`config.mk`:
```
export PLATFORM = sky130hd
export DESIGN_NAME = pipeline_stall_ctrl
export DESIGN_NICKNAME = d
export VERILOG_FILES = /design/src/rtl/pipeline_stall_ctrl.sv
export SDC_FILE = /design/constraint.sdc
export NUM_CORES = 1
export LEC_CHECK = 0
export CAP_MARGIN = 25
export CORE_UTILIZATION = 30
export CTS_BUF_LIST = sky130_fd_sc_hd__clkbuf_4
export CTS_CLUSTER_SIZE = 25
export DETAILED_ROUTE_END_ITERATION = 7
export GPL_ROUTABILITY_DRIVEN = 0
export MAX_ROUTING_LAYER = met4
export PLACE_DENSITY = 0.67
export SYNTH_ARGS = -nofsm -noshare
export SYNTH_HDL_FRONTEND = slang
export SYNTH_SLANG_ARGS = --single-unit
export TNS_END_PERCENT = 20
```
`constraint.sdc`:
```
create_clock -name clk -period 4.5 [get_ports clk]
set_clock_uncertainty 0.15 [all_clocks]
set_input_delay 0.9 -clock clk [delete_from_list [all_inputs] [get_ports clk]]
set_output_delay 0.9 -clock clk [all_outputs]
set_load 0.02 [all_outputs]
```
`src/rtl/pipeline_stall_ctrl.sv`:
```
// Hazard and sequencing controller for the five-stage pipeline: load-use stalls, branch flushes,
// data-memory wait freezes with a watchdog, and a counted drain into the halted state.
module pipeline_stall_ctrl #(
  parameter int unsigned REG_AW       = 5,
  parameter int unsigned MEM_TIMEOUT  = 64,
  parameter int unsigned DRAIN_CYCLES = 3,
  parameter int unsigned CNT_W        = 16
) (
  input  logic              clk,
  input  logic              rst,
  input  logic [REG_AW-1:0] id_rs1,
  input  logic [REG_AW-1:0] id_rs2,
  input  logic              id_use_rs1,
  input  logic              id_use_rs2,
  input  logic              id_halt,
  input  logic              ex_mem_read,
  input  logic [REG_AW-1:0] ex_rd,
  input  logic              ex_branch_taken,
  input  logic              mem_req,
  input  logic              mem_ready,
  output logic              pc_write_en,
  output logic              pr1_write_en,
  output logic              pr1_flush,
  output logic              pr2_flush,
  output logic              pr3_hold,
  output logic              pr4_bubble,
  output logic              halted,
  output logic              mem_error,
  output logic [CNT_W-1:0]  stall_count
);

  localparam int unsigned WAIT_W  = $clog2(MEM_TIMEOUT + 1);
  localparam int unsigned DRAIN_W = (DRAIN_CYCLES < 2) ? 1 : $clog2(DRAIN_CYCLES + 1);
  localparam logic [WAIT_W-1:0]  WAIT_LAST  = WAIT_W'(MEM_TIMEOUT - 1);
  localparam logic [DRAIN_W-1:0] DRAIN_INIT = DRAIN_W'(DRAIN_CYCLES);

  typedef enum logic [1:0] {StRun, StDrain, StHalted} state_e;

  state_e             state_q, state_d;
  logic [WAIT_W-1:0]  wait_cnt_q, wait_cnt_d;
  logic [DRAIN_W-1:0] drain_cnt_q, drain_cnt_d;
  logic [CNT_W-1:0]   stall_count_q, stall_count_d;
  logic               mem_error_q, mem_error_d;

  logic freeze;
  logic load_use;

  assign freeze   = mem_req & ~mem_ready;
  assign load_use = ex_mem_read & (ex_rd != '0) &
                    ((id_use_rs1 & (id_rs1 == ex_rd)) | (id_use_rs2 & (id_rs2 == ex_rd)));

  always_comb begin
    pc_write_en  = 1'b1;
    pr1_write_en = 1'b1;
    pr1_flush    = 1'b0;
    pr2_flush    = 1'b0;
    pr3_hold     = 1'b0;
    pr4_bubble   = 1'b0;
    case (state_q)
      StRun, StDrain: begin
        if (freeze) begin
          // Outstanding memory access: hold everything upstream of MEM, bubble into WB.
          pc_write_en  = 1'b0;
          pr1_write_en = 1'b0;
          pr3_hold     = 1'b1;
          pr4_bubble   = 1'b1;
        end else if (state_q == StDrain) begin
          pc_write_en = 1'b0;
          pr1_flush   = 1'b1;
          pr2_flush   = 1'b1;
        end else if (ex_branch_taken) begin
          pr1_flush = 1'b1;
          pr2_flush = 1'b1;
        end else if (load_use) begin
          pc_write_en  = 1'b0;
          pr1_write_en = 1'b0;
          pr2_flush    = 1'b1;
        end
      end
      StHalted: begin
        pc_write_en  = 1'b0;
        pr1_write_en = 1'b0;
        pr2_flush    = 1'b1;
        pr3_hold     = 1'b1;
        pr4_bubble   = 1'b1;
      end
      default: ;
    endcase
  end

  always_comb begin
    state_d       = state_q;
    drain_cnt_d   = drain_cnt_q;
    mem_error_d   = mem_error_q;
    stall_count_d = stall_count_q;
    wait_cnt_d    = (freeze && state_q != StHalted) ? wait_cnt_q + 1'b1 : '0;

    if (state_q != StHalted && !pc_write_en && stall_count_q != '1) begin
      stall_count_d = stall_count_q + 1'b1;
    end

    if (state_q != StHalted && freeze && wait_cnt_q == WAIT_LAST) begin
      state_d     = StHalted;
      mem_error_d = 1'b1;
    end else begin
      case (state_q)
        StRun: begin
          // A halt behind a taken branch is wrong-path and never drains.
          if (!freeze && id_halt && !ex_branch_taken) begin
            state_d     = StDrain;
            drain_cnt_d = DRAIN_INIT;
          end
        end
        StDrain: begin
          if (!freeze) begin
            if (drain_cnt_q <= DRAIN_W'(1)) begin
              state_d = StHalted;
            end else begin
              drain_cnt_d = drain_cnt_q - 1'b1;
            end
          end
        end
        default: ;
      endcase
    end
  end

  always_ff @(posedge clk or negedge rst) begin
    if (!rst) begin
      state_q       <= StRun;
      wait_cnt_q    <= '0;
      drain_cnt_q   <= '0;
      stall_count_q <= '0;
      mem_error_q   <= 1'b0;
    end else begin
      state_q       <= state_d;
      wait_cnt_q    <= wait_cnt_d;
      drain_cnt_q   <= drain_cnt_d;
      stall_count_q <= stall_count_d;
      mem_error_q   <= mem_error_d;
    end
  end

  assign halted      = (state_q == StHalted);
  assign mem_error   = mem_error_q;
  assign stall_count = stall_count_q;

endmodule

```
==> flow_metrics.tcl, run 1 <==
set metrics [dict create \
    criticalPathCategory "primary input to output pin" \
    drv_slew 0 \
    intPower_mw 0.308 \
    routed.top_layer "met4" \
    cp_common_cell "clkdlybuf4s50_1" \
    fmax_mhz 239 \
    hold_class "flip-flop to flip-flop" \
    syn-instance-count 154 \
    final_hold_viol_count 0 \
    period_needed_ns 4.18 \
    cts_setup_buffers 0 \
    nNetsFinal 233 \
    crit_required_ns 3.45 \
    tns_ns 0 \
    holdBufCountCts 0 \
    cellPowerDensity_nw_per_um2 184 \
    maxSlewHeadroom 0.679 \
    max_slew.worst_pin.slew_ns 0.476 \
    grt_pass1_wl_mm 5.60 \
    place_hpwl_mm 2.52 \
    gr-usage-all-layers 0.134 \
    cpMaxStageDelayCell "or4_1" \
    fin_crit_sh 0.928 \
    synthArstFlopShare 1.00 \
    cts_made_buffers 3 \
    start_kind "primary input" \
    final_layout_size_suffix_gt1_frac 0.0927 \
    pwr-share-seq 0.634 \
    place_area_um2 2130 \
    finalSetupViolations 0 \
    r2r_cells 6 \
    synth_seq_cells 28 \
    placed_cells 271 \
    htreeDepth 1 \
    layout_setup_ws_ns 0.322 \
    antenna_left 0 \
    cts_buffer_depth 2 \
    io_pins 48 \
    final_common_cell "clkdlybuf4s50_1" \
    cp_max_fo 3 \
    arrival_ns 3.13 \
    grt_max_degree 29 \
    finalInstanceArea_um2 2160 \
    outcome "completed" \
    vias 1305 \
    area_delta_synth_final_pct 37.0 \
    p_leak_nw 0.929 \
    clkPwrFrac 0.264 \
    max_cap_violations 0 \
    core_area_um2 5070 \
    peakVddDrop_v 0.0000895 \
    synth.avg_cell_area_um2 10.2 \
    hold-worst-slack_ns 0.345 \
    end_kind "output pin" \
    synth_nets 181 \
    fin_cells 275 \
    start_util 0.311 \
    via_per_inst 4.75 \
    drt_iter0_drc 103 \
    finalPower_mw 0.397 \
    hold_depth 1 \
    post_cts_resized 0 \
    mappedNetlistArea_um2 1580 \
    synth-warning-count 0 \
    dr_wl_met2_mm 1.64 \
    p_switching_mw 0.0889 \
    yosysSeqAreaShare 0.444 \
    cpPeakStageDelay_ns 0.54 \
    layout_common_cells "clkdlybuf4s50_1 (47), dfrtp_1 (28), xnor2_1 (17)" \
    grt_pass1_vias 1319 \
    grt_antenna_before_repair 0 \
    wl_mm 3.29 \
    dieWidth_um 74.5 \
    drt-wirelength-per-cell_um 12.0 \
    pre_cts_slack_ns 0.320 \
    grt_overflow 0 \
    clkSlewWorstSetupHoldPaths_ns 0.14 \
    wl_met1_mm 1.46 \
    grt_setup_unrepaired "no" \
    ys_types 37 \
    clockRootBuffer "clkbuf_4" \
    clkLatencyLatePin_ns 0.32 \
    dieHeight_um 74.5 \
    synthFlopType "dfrtp_1" \
    route.detailed.drc 0 \
    clock-sinks 28 \
    firstDrtPassIters 4 \
    cts_tree "yes" \
    insertedDiodeCount 0 \
    path_cells "clkdlybuf4s50_1 -> or4_1 -> o21ai_1 -> nor2_1 -> o31ai_1 -> a21boi_1 -> clkdlybuf4s50_1" \
    comb_power_share 0.102 \
    met3_length_um 176 \
    synth-edff-count 0 \
    p_sw_frac 0.224 \
    dieArea_um2 5550 \
    num_rows 26 \
    portBuffers 47 \
    final_core_util 0.426 \
]
## cell usage after synthesis (all sizes together), types with 2 or more instances
cell type	number	area share
nor3	3	0.0095
nand4	6	0.028
xor2	12	0.067
dfrtp	28	0.44
nand2	7	0.018
nand2b	3	0.012
nand3	16	0.076
xnor2	18	0.10
o21ai	2	0.0063
o31ai	2	0.018
ha	3	0.024
inv	6	0.014
buf	3	0.015
nor2b	2	0.0079
and3	10	0.040
nor4	3	0.012
a21oi	6	0.019
nor2	14	0.033
## sequential cells by signal, summed over array words and instances (netlist names)
name,count
drain_cnt_q,2
state_q,2
stall_count,16
wait_cnt_q,7
mem_error,1
## power groups by stage
stage          combinational, mW  sequential [mW]  clock (mW)
3_5_place_dp              0.0416            0.256           0
6_report                  0.0406            0.252       0.105
3_3_place_gp              0.0410            0.256           0
2_1_floorplan             0.0103            0.256           0
5_1_grt                   0.0450            0.252       0.120
4_1_cts                   0.0418            0.252       0.111
## area by class of cell
type	count	area, µm²
clock buffers	3	22.5
flip-flops and latches	28	701
well taps	70	87.6
inverters	6	22.5
multi-input cells	117	830
clock inverters	1	3.75
fillers	520	2920
repair buffers	50	493
## routing by layer
metal  track usage  vias to the layer above
li1              -                      639
met1         0.161                      624
met2         0.232                       40
met3        0.0203                        2
met4        0.0377                        0
met5             -                        -
## final timing paths
check / from / end / slack, ns
min in group asynchronous: rst / stall_count[9]$_DFFE_PN0P_ / 0.79
setup reg to reg: stall_count[6]$_DFFE_PN0P_ / stall_count[1]$_DFFE_PN0P_ / 2.32
hold / removal: mem_error$_DFFE_PN0P_ / mem_error$_DFFE_PN0P_ / 0.34
setup / recovery: ex_rd[1] / pr2_flush / 0.32
max in group asynchronous: rst / stall_count[8]$_DFFE_PN0P_ / 3.14
hold reg to reg: mem_error$_DFFE_PN0P_ / mem_error$_DFFE_PN0P_ / 0.34
## logic make-up after synthesis
logic type / Yosys count / share of synthesized area
multiplexers: 1 / 0.00714
flip-flops: 28 / 0.444
XOR/XNOR: 30 / 0.171
adder cells (fa/ha/maj): 3 / 0.0238
AO/OA/AOI/OAI: 14 / 0.0643
AND/OR/NAND/NOR: 69 / 0.260
buffers and inverters: 9 / 0.0294
## worst max-delay path, delay by kind of cell
kind / cells / cell delay (ns)
AND/OR/NAND/NOR: 2 / 0.64
AO/OA/AOI/OAI: 3 / 0.59
buffers and inverters: 2 / 1.00
Note: power is estimated with default switching activity, not from simulation.
==> run 2, diff against run 1 <==
--- a/config.mk
+++ b/config.mk
@@ -6,13 +6,13 @@
 export NUM_CORES = 1
 export LEC_CHECK = 0
 export CAP_MARGIN = 25
-export CORE_UTILIZATION = 30
+export CORE_UTILIZATION = 40
 export CTS_BUF_LIST = sky130_fd_sc_hd__clkbuf_4
 export CTS_CLUSTER_SIZE = 25
 export DETAILED_ROUTE_END_ITERATION = 7
 export GPL_ROUTABILITY_DRIVEN = 0
 export MAX_ROUTING_LAYER = met4
-export PLACE_DENSITY = 0.67
+export PLACE_DENSITY = 0.82
 export SYNTH_ARGS = -nofsm -noshare
 export SYNTH_HDL_FRONTEND = slang
 export SYNTH_SLANG_ARGS = --single-unit
==> run 2 against run 1 <==
Effect of this change: global-route usage up 4.0 points; non-clock buffer count unchanged; sequential power about the same; final cell count down 8.0%; clock power about the same; utilization up 15 points; fmax up 0.90%; via count up 0.61%; flip-flop and latch count unchanged; design area down 1.3%; largest cell class unchanged; largest power group unchanged; highest routed layer unchanged.
==> flow_metrics.tcl, run 2 (synthesis results as in run 1) <==
set metrics [dict create \
    io_pins 48 \
    gr-usage-all-layers 0.174 \
    num_rows 22 \
    routed.top_layer "met4" \
    maxSlewHeadroom 0.694 \
    cp_common_cell "clkdlybuf4s50_1" \
    fin_crit_sh 0.920 \
    end_kind "output pin" \
    grt_max_degree 29 \
    drt-wirelength-per-cell_um 12.3 \
    peakVddDrop_v 0.0000829 \
    tns_ns 0 \
    grt_antenna_before_repair 0 \
    dr_wl_met2_mm 1.60 \
    dieArea_um2 4200 \
    grt_pass1_vias 1314 \
    clockRootBuffer "clkbuf_4" \
    vias 1313 \
    hold_start "drain_cnt_q[0]$_DFFE_PN0P_" \
    antenna_left 0 \
    dieHeight_um 64.8 \
    largest_reg_flops 16 \
    cellPowerDensity_nw_per_um2 185 \
    p_sw_frac 0.218 \
    wl_mm 3.11 \
    grt_setup_unrepaired "no" \
    clkSlewWorstSetupHoldPaths_ns 0.15 \
    outcome "completed" \
    cts_buffer_depth 2 \
    cpMaxStageDelayCell "or4_1" \
    fmax_mhz 241 \
    layout_common_cells "clkdlybuf4s50_1 (47), dfrtp_1 (28), xnor2_1 (17)" \
    r2r_start "stall_count[6]$_DFFE_PN0P_" \
    cp_max_fo 3 \
    core_area_um2 3720 \
    placed_cells 249 \
    clkPwrFrac 0.260 \
    hold_class "flip-flop to flip-flop" \
    grt_overflow 0 \
    fin_cells 253 \
    comb_power_share 0.102 \
    drt_iter0_drc 65 \
    intPower_mw 0.308 \
    final_core_util 0.574 \
    finalPower_mw 0.394 \
    max_slew.worst_pin.slew_ns 0.455 \
    wl_met1_mm 1.34 \
    post_cts_resized 0 \
    start_util 0.424 \
    drv_slew 0 \
    final_hold_viol_count 0 \
    cts_tree "yes" \
    clock-sinks 28 \
    dieWidth_um 64.8 \
    via_per_inst 5.19 \
    path_cells "clkdlybuf4s50_1 -> or4_1 -> o21ai_1 -> nor2_1 -> o31ai_1 -> a21boi_1 -> clkdlybuf4s50_1" \
    insertedDiodeCount 0 \
    finalSetupViolations 0 \
    cts_setup_buffers 0 \
    clkLatencyLatePin_ns 0.32 \
    start_kind "primary input" \
    arrival_ns 3.09 \
    final_layout_size_suffix_gt1_frac 0.0927 \
    nNetsFinal 233 \
    period_needed_ns 4.14 \
    holdBufCountCts 0 \
    met3_length_um 121 \
    crit_required_ns 3.45 \
    cpPeakStageDelay_ns 0.54 \
    max_cap_violations 0 \
    place_hpwl_mm 2.44 \
    area_delta_synth_final_pct 35.2 \
    cts_made_buffers 3 \
    htreeDepth 1 \
    criticalPathCategory "primary input to output pin" \
    portBuffers 47 \
    p_switching_mw 0.0861 \
    route.detailed.drc 0 \
    firstDrtPassIters 4 \
    pwr-share-seq 0.638 \
    grt_pass1_wl_mm 5.55 \
    final_common_cell "clkdlybuf4s50_1" \
    critPathLaunch "ex_rd[1]" \
    p_leak_nw 0.929 \
]
==> run 2: worst max-delay path, delay by kind of cell <==
family | cells | cell delay (ns)
AO/OA/AOI/OAI | 3 | 0.54
AND/OR/NAND/NOR | 2 | 0.63
buffers and inverters | 2 | 1.01
==> run 2: metrics by stage <==
step	setup WS, ns	area [µm²]	hold slack, ns
5_1_grt	0.192	2130	0.378
2_1_floorplan	1.26	1580	0.301
6_report	0.359	2130	0.345
3_3_place_gp	0.357	2110	0.309
3_5_place_dp	0.346	2110	0.325
4_1_cts	0.337	2130	0.350
==> run 2: power groups by stage <==
stage                     clock network [mW]  registers (mW)  logic, mW
after global placement                     0           0.256     0.0404
after global routing                   0.116           0.252     0.0444
final                                  0.103           0.252     0.0402
after floorplan                            0           0.256     0.0103
after CTS                              0.108           0.252     0.0411
after detailed placement                   0           0.256     0.0410
==> run 2: cell type report <==
class / count / area, µm²
Multi-Input combinational cell: 117 / 830
Timing Repair Buffer: 50 / 493
Clock inverter: 1 / 3.75
Inverter: 6 / 22.5
Tap cell: 48 / 60.1
Sequential cell: 28 / 701
Clock buffer: 3 / 22.5
Fill cell: 343 / 1580
==> run 2: path summary, 6_finish.rpt <==
path / slack [ns] / cells after the start / endpoint
setup / recovery: 0.36 / 7 / pr2_flush
hold / removal: 0.34 / 1 / drain_cnt_q[0]$_DFFE_PN0P_
setup reg to reg: 2.35 / 6 / stall_count[1]$_DFFE_PN0P_
hold reg to reg: 0.34 / 1 / drain_cnt_q[0]$_DFFE_PN0P_
max in group asynchronous: 3.17 / 2 / stall_count[10]$_DFFE_PN0P_
min in group asynchronous: 0.77 / 2 / state_q[1]$_DFFE_PN0P_
==> run 2: routing by layer <==
layer  track usage  vias to the layer above
met5             -                        -
met4        0.0750                        0
met3        0.0176                        4
met2         0.303                       45
met1         0.202                      620
li1              -                      644
==> run 3, diff against run 2 <==
--- a/config.mk
+++ b/config.mk
@@ -7,7 +7,7 @@
 export LEC_CHECK = 0
 export CAP_MARGIN = 25
 export CORE_UTILIZATION = 40
-export CTS_BUF_LIST = sky130_fd_sc_hd__clkbuf_4
+export CTS_BUF_LIST = sky130_fd_sc_hd__clkbuf_16
 export CTS_CLUSTER_SIZE = 25
 export DETAILED_ROUTE_END_ITERATION = 7
 export GPL_ROUTABILITY_DRIVEN = 0
==> run 3 against run 2 <==
Effect of this change: register-to-register slack improved by 0.02 ns; via count fell by 0.46%; flip-flop and latch count did not move; clock power rose by 95%; fmax barely moved; worst setup slack barely moved; global-route usage rose by 0.46 points; critical endpoint unchanged; count of clock-buffer cells in the layout did not move; hold slack got worse by 0.0083 ns; utilization rose by 1.4 points; first-iteration DRC count fell by 35%.
==> flow_metrics.tcl, run 3 (synthesis results as in run 1) <==
set metrics [dict create \
    place_hpwl_mm 2.44 \
    clkLatencyLatePin_ns 0.26 \
    fmax_mhz 241 \
    cellPowerDensity_nw_per_um2 226 \
    area_delta_synth_final_pct 38.6 \
    route.detailed.drc 0 \
    clock-sinks 28 \
    outcome "completed" \
    dieHeight_um 64.8 \
    htreeDepth 1 \
    drv_slew 0 \
    grt_max_degree 29 \
    start_kind "primary input" \
    end_kind "output pin" \
    final_layout_size_suffix_gt1_frac 0.0927 \
    tns_ns 0 \
    cts_buffer_depth 2 \
    drt_iter0_drc 42 \
    layout_setup_ws_ns 0.359 \
    arrival_ns 3.09 \
    clockRootBuffer "clkbuf_16" \
    wl_mm 3.19 \
    start_util 0.424 \
    post_cts_resized 0 \
    max_cap_violations 0 \
    num_rows 22 \
    cpPeakStageDelay_ns 0.54 \
    portBuffers 47 \
    nNetsFinal 233 \
    cts_made_buffers 3 \
    grt_antenna_before_repair 0 \
    firstDrtPassIters 4 \
    period_needed_ns 4.14 \
    criticalPathCategory "primary input to output pin" \
    grt_overflow 0 \
    dieArea_um2 4200 \
    final_common_cell "clkdlybuf4s50_1" \
    holdBufCountCts 0 \
    peakVddDrop_v 0.000133 \
    cp_common_cell "clkdlybuf4s50_1" \
    crit_required_ns 3.45 \
    grt_pass1_wl_mm 5.66 \
    max_slew.worst_pin.slew_ns 0.458 \
    insertedDiodeCount 0 \
    fin_crit_sh 0.920 \
    grt_pass1_vias 1323 \
    maxSlewHeadroom 0.692 \
    cts_tree "yes" \
    final_hold_viol_count 0 \
    clkSlewWorstSetupHoldPaths_ns 0.07 \
    layout_common_cells "clkdlybuf4s50_1 (47), dfrtp_1 (28), xnor2_1 (17)" \
    grt_setup_unrepaired "no" \
    pre_cts_slack_ns 0.346 \
    cpMaxStageDelayCell "or4_1" \
    finalSetupViolations 0 \
    core_area_um2 3720 \
    hold_class "flip-flop to flip-flop" \
    dieWidth_um 64.8 \
    p_leak_nw 0.952 \
    cp_max_fo 3 \
    vias 1307 \
    largest_reg_flops 16 \
    path_cells "clkdlybuf4s50_1 -> or4_1 -> o21ai_1 -> nor2_1 -> o31ai_1 -> a21boi_1 -> clkdlybuf4s50_1" \
    io_pins 48 \
    gr-usage-all-layers 0.179 \
    antenna_left 0 \
    cts_setup_buffers 0 \
    via_per_inst 5.17 \
    drt-wirelength-per-cell_um 12.6 \
]
-- run 3: cell counts in the layout (fill, tap and decap cells not counted) --
Identical to the previous run, type by type.
-- run 3: layout make-up --
class / instances / area, µm²
Fill cell: 340 / 1530
Multi-Input combinational cell: 117 / 830
Sequential cell: 28 / 701
Timing Repair Buffer: 50 / 493
Clock buffer: 3 / 75.1
Tap cell: 48 / 60.1
Inverter: 6 / 22.5
Clock inverter: 1 / 3.75
-- run 3: critical path, delay by kind of cell --
family	cells	cell delay (ns)
compound gates	3	0.54
buf+inv	2	1.01
simple gates	2	0.63
-- run 3: metrics by stage --
stage | power, mW | hold WS, ns | cell area [µm²] | utilization | instances
6_report | 0.493 | 0.336 | 2180 | 0.588 | 253
3_3_place_gp | 0.297 | 0.309 | 2110 | 0.567 | 249
3_5_place_dp | 0.297 | 0.325 | 2110 | 0.567 | 249
2_1_floorplan | 0.267 | 0.301 | 1580 | - | 154
5_1_grt | 0.510 | 0.358 | 2180 | 0.588 | 253
4_1_cts | 0.496 | 0.339 | 2180 | 0.588 | 253
-- run 3: report_power, final --
group	leakage [nW]	internal [mW]	switching (mW)
clock network	0.0385	0.119	0.0821
logic	0.528	0.0241	0.0161
registers	0.386	0.252	0
-- run 3: path summary, 6_finish.rpt --
check                                           start                     endpoint  slack, ns  depth (start not counted)
max in group asynchronous                         rst  stall_count[13]$_DFFE_PN0P_       3.09                          2
min                        drain_cnt_q[0]$_DFFE_PN0P_   drain_cnt_q[0]$_DFFE_PN0P_       0.34                          1
max reg2reg                stall_count[6]$_DFFE_PN0P_   stall_count[1]$_DFFE_PN0P_       2.37                          6
min in group asynchronous                         rst   stall_count[3]$_DFFE_PN0P_       0.86                          2
max                                          ex_rd[1]                    pr2_flush       0.36                          7
min reg2reg                drain_cnt_q[0]$_DFFE_PN0P_   drain_cnt_q[0]$_DFFE_PN0P_       0.34                          1
-- run 3: metal layers --
metal | part of all wire | global-route usage
met5 | 0 | -
met4 | 0.024 | 0.0750
met3 | 0.042 | 0.0229
met2 | 0.50 | 0.310
met1 | 0.43 | 0.207
==> variant 1 (config.mk and constraints of run 1) <==
Set the parameter `REG_AW` to 6 (it was 5).
--- a/src/rtl/pipeline_stall_ctrl.sv
+++ b/src/rtl/pipeline_stall_ctrl.sv
@@ -1,7 +1,7 @@
 // Hazard and sequencing controller for the five-stage pipeline: load-use stalls, branch flushes,
 // data-memory wait freezes with a watchdog, and a counted drain into the halted state.
 module pipeline_stall_ctrl #(
-  parameter int unsigned REG_AW       = 5,
+  parameter int unsigned REG_AW       = 6,
   parameter int unsigned MEM_TIMEOUT  = 64,
   parameter int unsigned DRAIN_CYCLES = 3,
   parameter int unsigned CNT_W        = 16
Interface: changed (resized ex_rd, id_rs1 and id_rs2); port bits go from 48 to 51. The function was not compared with the original's and may differ.
==> variant 1 against run 1 <==
- first-iteration DRC count fell by 31%
- sequential cell count did not move
- worst setup slack improved by 0.075 ns
- sequential share of layout area fell by 1.1 points
- area after synthesis rose by 1.8%
- cell area rose by 3.6%
- wire length rose by 7.0%
- via count fell by 1.6%
Power is not compared: it rests on default switching activity, and its combinational part moved more than twofold at a synthesized area within 25%.
==> variant 1: results (changes against run 1) <==
run status: finished, final reports clean (unchanged)
CP max stage delay: 0.62 ns (was 0.54 ns)
hold path startpoint: mem_error$_DFFE_PN0P_ (unchanged)
max reg flops: 16 (unchanged)
Compound-Gate Fraction of Synth Area: 9.28% (was 6.43%)
Final clock-cell share: 2.35% (was 1.22%)
multiplexer area fraction after synthesis: 0.701% (was 0.714%)
vias in the first global route: 1178 (was 1319)
Place WS: 0.384 ns (was 0.320 ns)
initial DRC count: 71 (was 103)
Slew headroom: 40.6% (was 67.9%)
Reg clk slew, reported paths: 0.16 ns (was 0.14 ns)
fraction of registers with async set/reset: 100% (unchanged)
Worst path slowest cell: clkdlybuf4s50_1 (was or4_1)
via count: 1284 (was 1305)
RR Startpoint: stall_count[0]$_DFFE_PN0P_ (was stall_count[6]$_DFFE_PN0P_)
Reg area: 701 um2 (unchanged)
Synth Area in XOR/XNOR: 16.9% (was 17.1%)
number of multi-input combinational cells: 122 (was 117)
part of the Yosys area used for sequential elements: 43.6% (was 44.4%)
CTS resizes: 0 (unchanged)
Routed WL: 3.52 mm (was 3.29 mm)
CP startpoint: ex_rd[0] (was ex_rd[1])
number of port buffers: 50 (was 47)
commonest cells in the netlist: dfrtp_1, xnor2_1, nor2_1, and3_1, nand3_1 (was dfrtp_1, xnor2_1, nor2_1, xor2_1, and3_1)
Synth cell types: 36 (was 37)
nets@finish: 241 (was 233)
nonclk inv count: 4 (was 6)
share of layout cells above drive strength 1: 8.57% (was 9.27%)
HPWL Detailed: 2.72 mm (was 2.52 mm)
reg2reg setup slack: 2.15 ns (was 2.32 ns)
gr usage total: 13.4% (about the same)
Non-clk bufs: 52 (was 50)
final instance area: 0.00224 mm2 (was 0.00216 mm2)
Filler Cells Inserted: 523 (was 520)
Setup crit end: pr1_write_en (was pr2_flush)
first-pass GRT wire length: 5.49 mm (was 5.60 mm)
final hold slack: 0.332 ns (was 0.345 ns)
Peak Freq: 244 MHz (was 239 MHz)
Multi-input gate area: 866 um2 (was 830 um2)
CP arrival: 3.05 ns (was 3.13 ns)
Mapped Nets: 187 (was 181)
wire per inst: 12.6 um (was 12.0 um)
first-pass detailed-route iteration total: 2 (was 4)
initial antenna violation count: 0 (unchanged)
Synth area leaders: dfrtp_1, xnor2_1, and3_1 (was dfrtp_1, xnor2_1, xor2_1)
crit-path max FO: 3 (unchanged)
number of diodes: 0 (unchanged)
adder-cell share of the synthesized area: 2.34% (was 2.38%)
clock latency at the later pin of the worst-skew pair: 0.34 ns (was 0.32 ns)
crit-path leading delay family: buffers and inverters (unchanged)
NonClk Buf Share: 23.0% (was 22.8%)
mean post-synth cell area: 10.2 um2 (about the same)
Reg2Reg Depth: 6 (unchanged)
total die area: 0.00565 mm2 (was 0.00555 mm2)
Tightest Hold Check Type: reg -> reg (unchanged)
Worst R2R End: stall_count[1]$_DFFE_PN0P_ (unchanged)
variant 1: changes by cell type in the layout (fill, tap and decap cells not counted), moves of 2 or more:
cell	change
a21oi_1	-2
clkdlybuf4s50_1	+3
nand2_1	+3
nand3_1	+2
nand3_2	-2
nor4_1	-3
o21ai_0	+3
xnor2_1	+10
xor2_1	-8
variant 1: power by group through the flow:
stage               registers (mW)  clock network [mW]  logic [mW]
CTS                          0.358               0.172       0.506
global placement             0.362                   0       0.499
finish                       0.357               0.167       0.500
floorplan                    0.387                   0       0.277
detailed placement           0.363                   0       0.505
global route                 0.368               0.182       0.548
variant 1: per-layer routing:
layer / share of wire (%) / up-vias / global-route usage (%)
met5: 0 / - / -
met4: 1.1 / 0 / 3.29
met3: 2.0 / 4 / 3.61
met2: 49 / 13 / 21.1
met1: 48 / 608 / 17.2
li1: - / 659 / -
==> variant 2 (config.mk and constraints of run 1) <==
Without the edit above. The 3 states of `state_e` get a one-hot encoding in 3 bits.
--- a/src/rtl/pipeline_stall_ctrl.sv
+++ b/src/rtl/pipeline_stall_ctrl.sv
@@ -34,7 +34,7 @@
   localparam logic [WAIT_W-1:0]  WAIT_LAST  = WAIT_W'(MEM_TIMEOUT - 1);
   localparam logic [DRAIN_W-1:0] DRAIN_INIT = DRAIN_W'(DRAIN_CYCLES);
 
-  typedef enum logic [1:0] {StRun, StDrain, StHalted} state_e;
+  typedef enum logic [2:0] {StRun = 3'b001, StDrain = 3'b010, StHalted = 3'b100} state_e;
 
   state_e             state_q, state_d;
   logic [WAIT_W-1:0]  wait_cnt_q, wait_cnt_d;
Behaviour: same outputs for any inputs over 10 cycles, from zero or initial values and one cycle with rst low; not proved beyond that.
==> variant 2 against run 1 <==
- cell area increased by 2.9%
- area after synthesis grew 3.6%
- via count increased by 4.9%
- largest cell class unchanged
- total power up 18%
- sequential cell count is 1 higher
- fmax grew 1.3%
- wire length grew 7.7%
- critical endpoint is now pc_write_en
- register-to-register slack lost 0.25 ns
- worst setup slack improved by 0.055 ns
- highest routed layer unchanged
==> variant 2: results (changes against run 1) <==
run status: finished, final reports clean (unchanged)
nets@finish: 245 (was 233)
Routed WL: 3.55 mm (was 3.29 mm)
Tightest Hold Check Type: reg -> reg (unchanged)
clock latency at the later pin of the worst-skew pair: 0.34 ns (was 0.32 ns)
initial antenna violation count: 0 (unchanged)
commonest cells in the netlist: dfrtp_1, xnor2_1, nor2_1, nand3_1, and3_1 (was dfrtp_1, xnor2_1, nor2_1, xor2_1, and3_1)
Mapped Nets: 195 (was 181)
GR Overflow Total: 0 (unchanged)
maximum vdd drop: 0.0000971 V (was 0.0000895 V)
HPWL Detailed: 2.62 mm (was 2.52 mm)
H-tree depth: 2 (was 1)
max reg flops: 16 (unchanged)
CP arrival: 3.07 ns (was 3.13 ns)
DP Cell Count: 281 (was 271)
part of the Yosys area used for sequential elements: 44.5% (was 44.4%)
Syn. warnings: 0 (unchanged)
total CTS buffers: 5 (was 3)
wire per inst: 12.3 um (was 12.0 um)
fraction of registers with async set/reset: 100% (unchanged)
crit-path max FO: 3 (unchanged)
vias per cell: 4.74 (was 4.75)
worst-margin pin slew: 0.663 ns (was 0.476 ns)
first-pass GRT wire length: 5.79 mm (was 5.60 mm)
Reg clk slew, reported paths: 0.09 ns (was 0.14 ns)
Synth area leaders: dfrtp_1, xnor2_1, and3_1 (was dfrtp_1, xnor2_1, xor2_1)
first-pass detailed-route iteration total: 4 (unchanged)
Setup Fix Bufs, Post-CTS: 0 (unchanged)
Synth cell types: 35 (was 37)
number of port buffers: 47 (unchanged)
Max clock buf depth: 2 (unchanged)
cells after synthesis: 168 (was 154)
vias in the first global route: 1239 (was 1319)
number of diodes: 0 (unchanged)
predominant post-synthesis flop cell: dfrtp_1 (unchanged)
initial DRC count: 61 (was 103)
Root Driver: clkbuf_4 (unchanged)
pin count of the biggest net entering global routing: 23 (was 29)
leakage dissipation: 0.937 nW (was 0.929 nW)
share of layout cells above drive strength 1: 5.94% (was 9.27%)
CTS resizes: 0 (unchanged)
gr usage total: 14.0% (was 13.4%)
variant 2: power by group:
group          internal [mW]  switching, mW
Clock                 0.0719         0.0885
Sequential             0.261       0.000747
Combinational         0.0269         0.0182
Total                  0.360          0.107
variant 2: worst paths after layout:
check | end | from | slack (ns) | cells after the start
worst max-delay path | pc_write_en | ex_rd[1] | 0.38 | 7
worst min-delay path | mem_error$_DFFE_PN0P_ | mem_error$_DFFE_PN0P_ | 0.32 | 1
worst max register to register | stall_count[1]$_DFFE_PN0P_ | stall_count[4]$_DFFE_PN0P_ | 2.07 | 6
worst min register to register | mem_error$_DFFE_PN0P_ | mem_error$_DFFE_PN0P_ | 0.32 | 1
max in group asynchronous | stall_count[13]$_DFFE_PN0P_ | rst | 2.88 | 2
min in group asynchronous | state_q[2]$_DFFE_PN0P_ | rst | 0.70 | 1
variant 2: metrics by stage:
step	power [mW]	worst slack [ns]	cell area, um2	util [%]	hold slack [ns]
CTS	0.475	0.360	2220	43.0	0.333
global placement	0.312	0.412	2170	41.9	0.310
detailed placement	0.313	0.366	2170	41.9	0.312
global route	0.495	0.251	2220	43.0	0.357
finish	0.467	0.377	2220	43.0	0.322
floorplan	0.282	1.31	1630	-	0.304
variant 2: area by class of cell:
| class | instances | area, um2 |
|---|---|---|
| clock inverters | 1 | 3.75 |
| fillers | 517 | 2950 |
| flip-flops and latches | 29 | 727 |
| multi-input cells | 131 | 862 |
| inverters | 3 | 11.3 |
| repair buffers | 48 | 478 |
| well taps | 70 | 87.6 |
| clock buffers | 7 | 52.6 |
variant 2: logic make-up (layout without fill, tap and decap cells):
logic type | after synthesis | count (layout) | synth area share (%)
flops | 29 | 29 | 44.5
simple gates | 76 | 76 | 25.5
xor+xnor | 30 | 30 | 16.1
fa+ha+maj | 3 | 3 | 2.30
mux | 1 | 1 | 0.690
compound gates | 21 | 21 | 8.20
buf+inv | 8 | 59 | 2.68
variant 2: per-layer routing:
| metal | global-route usage (%) | vias to the layer above | part of all wire, % |
|---|---|---|---|
| li1 | - | 691 | - |
| met3 | 4.89 | 7 | 4.1 |
| met1 | 18.0 | 646 | 49 |
| met2 | 20.4 | 25 | 45 |
| met4 | 4.73 | 0 | 1.8 |
| met5 | - | - | 0 |
variant 2: worst max-delay path, cell delays in order:
cell	delay, ns
clkdlybuf4s50_1	0.47
or4_1	0.56
o21ai_2	0.14
nand2b_1	0.16
o21ai_0	0.08
a21oi_1	0.15
clkdlybuf4s50_1	0.61
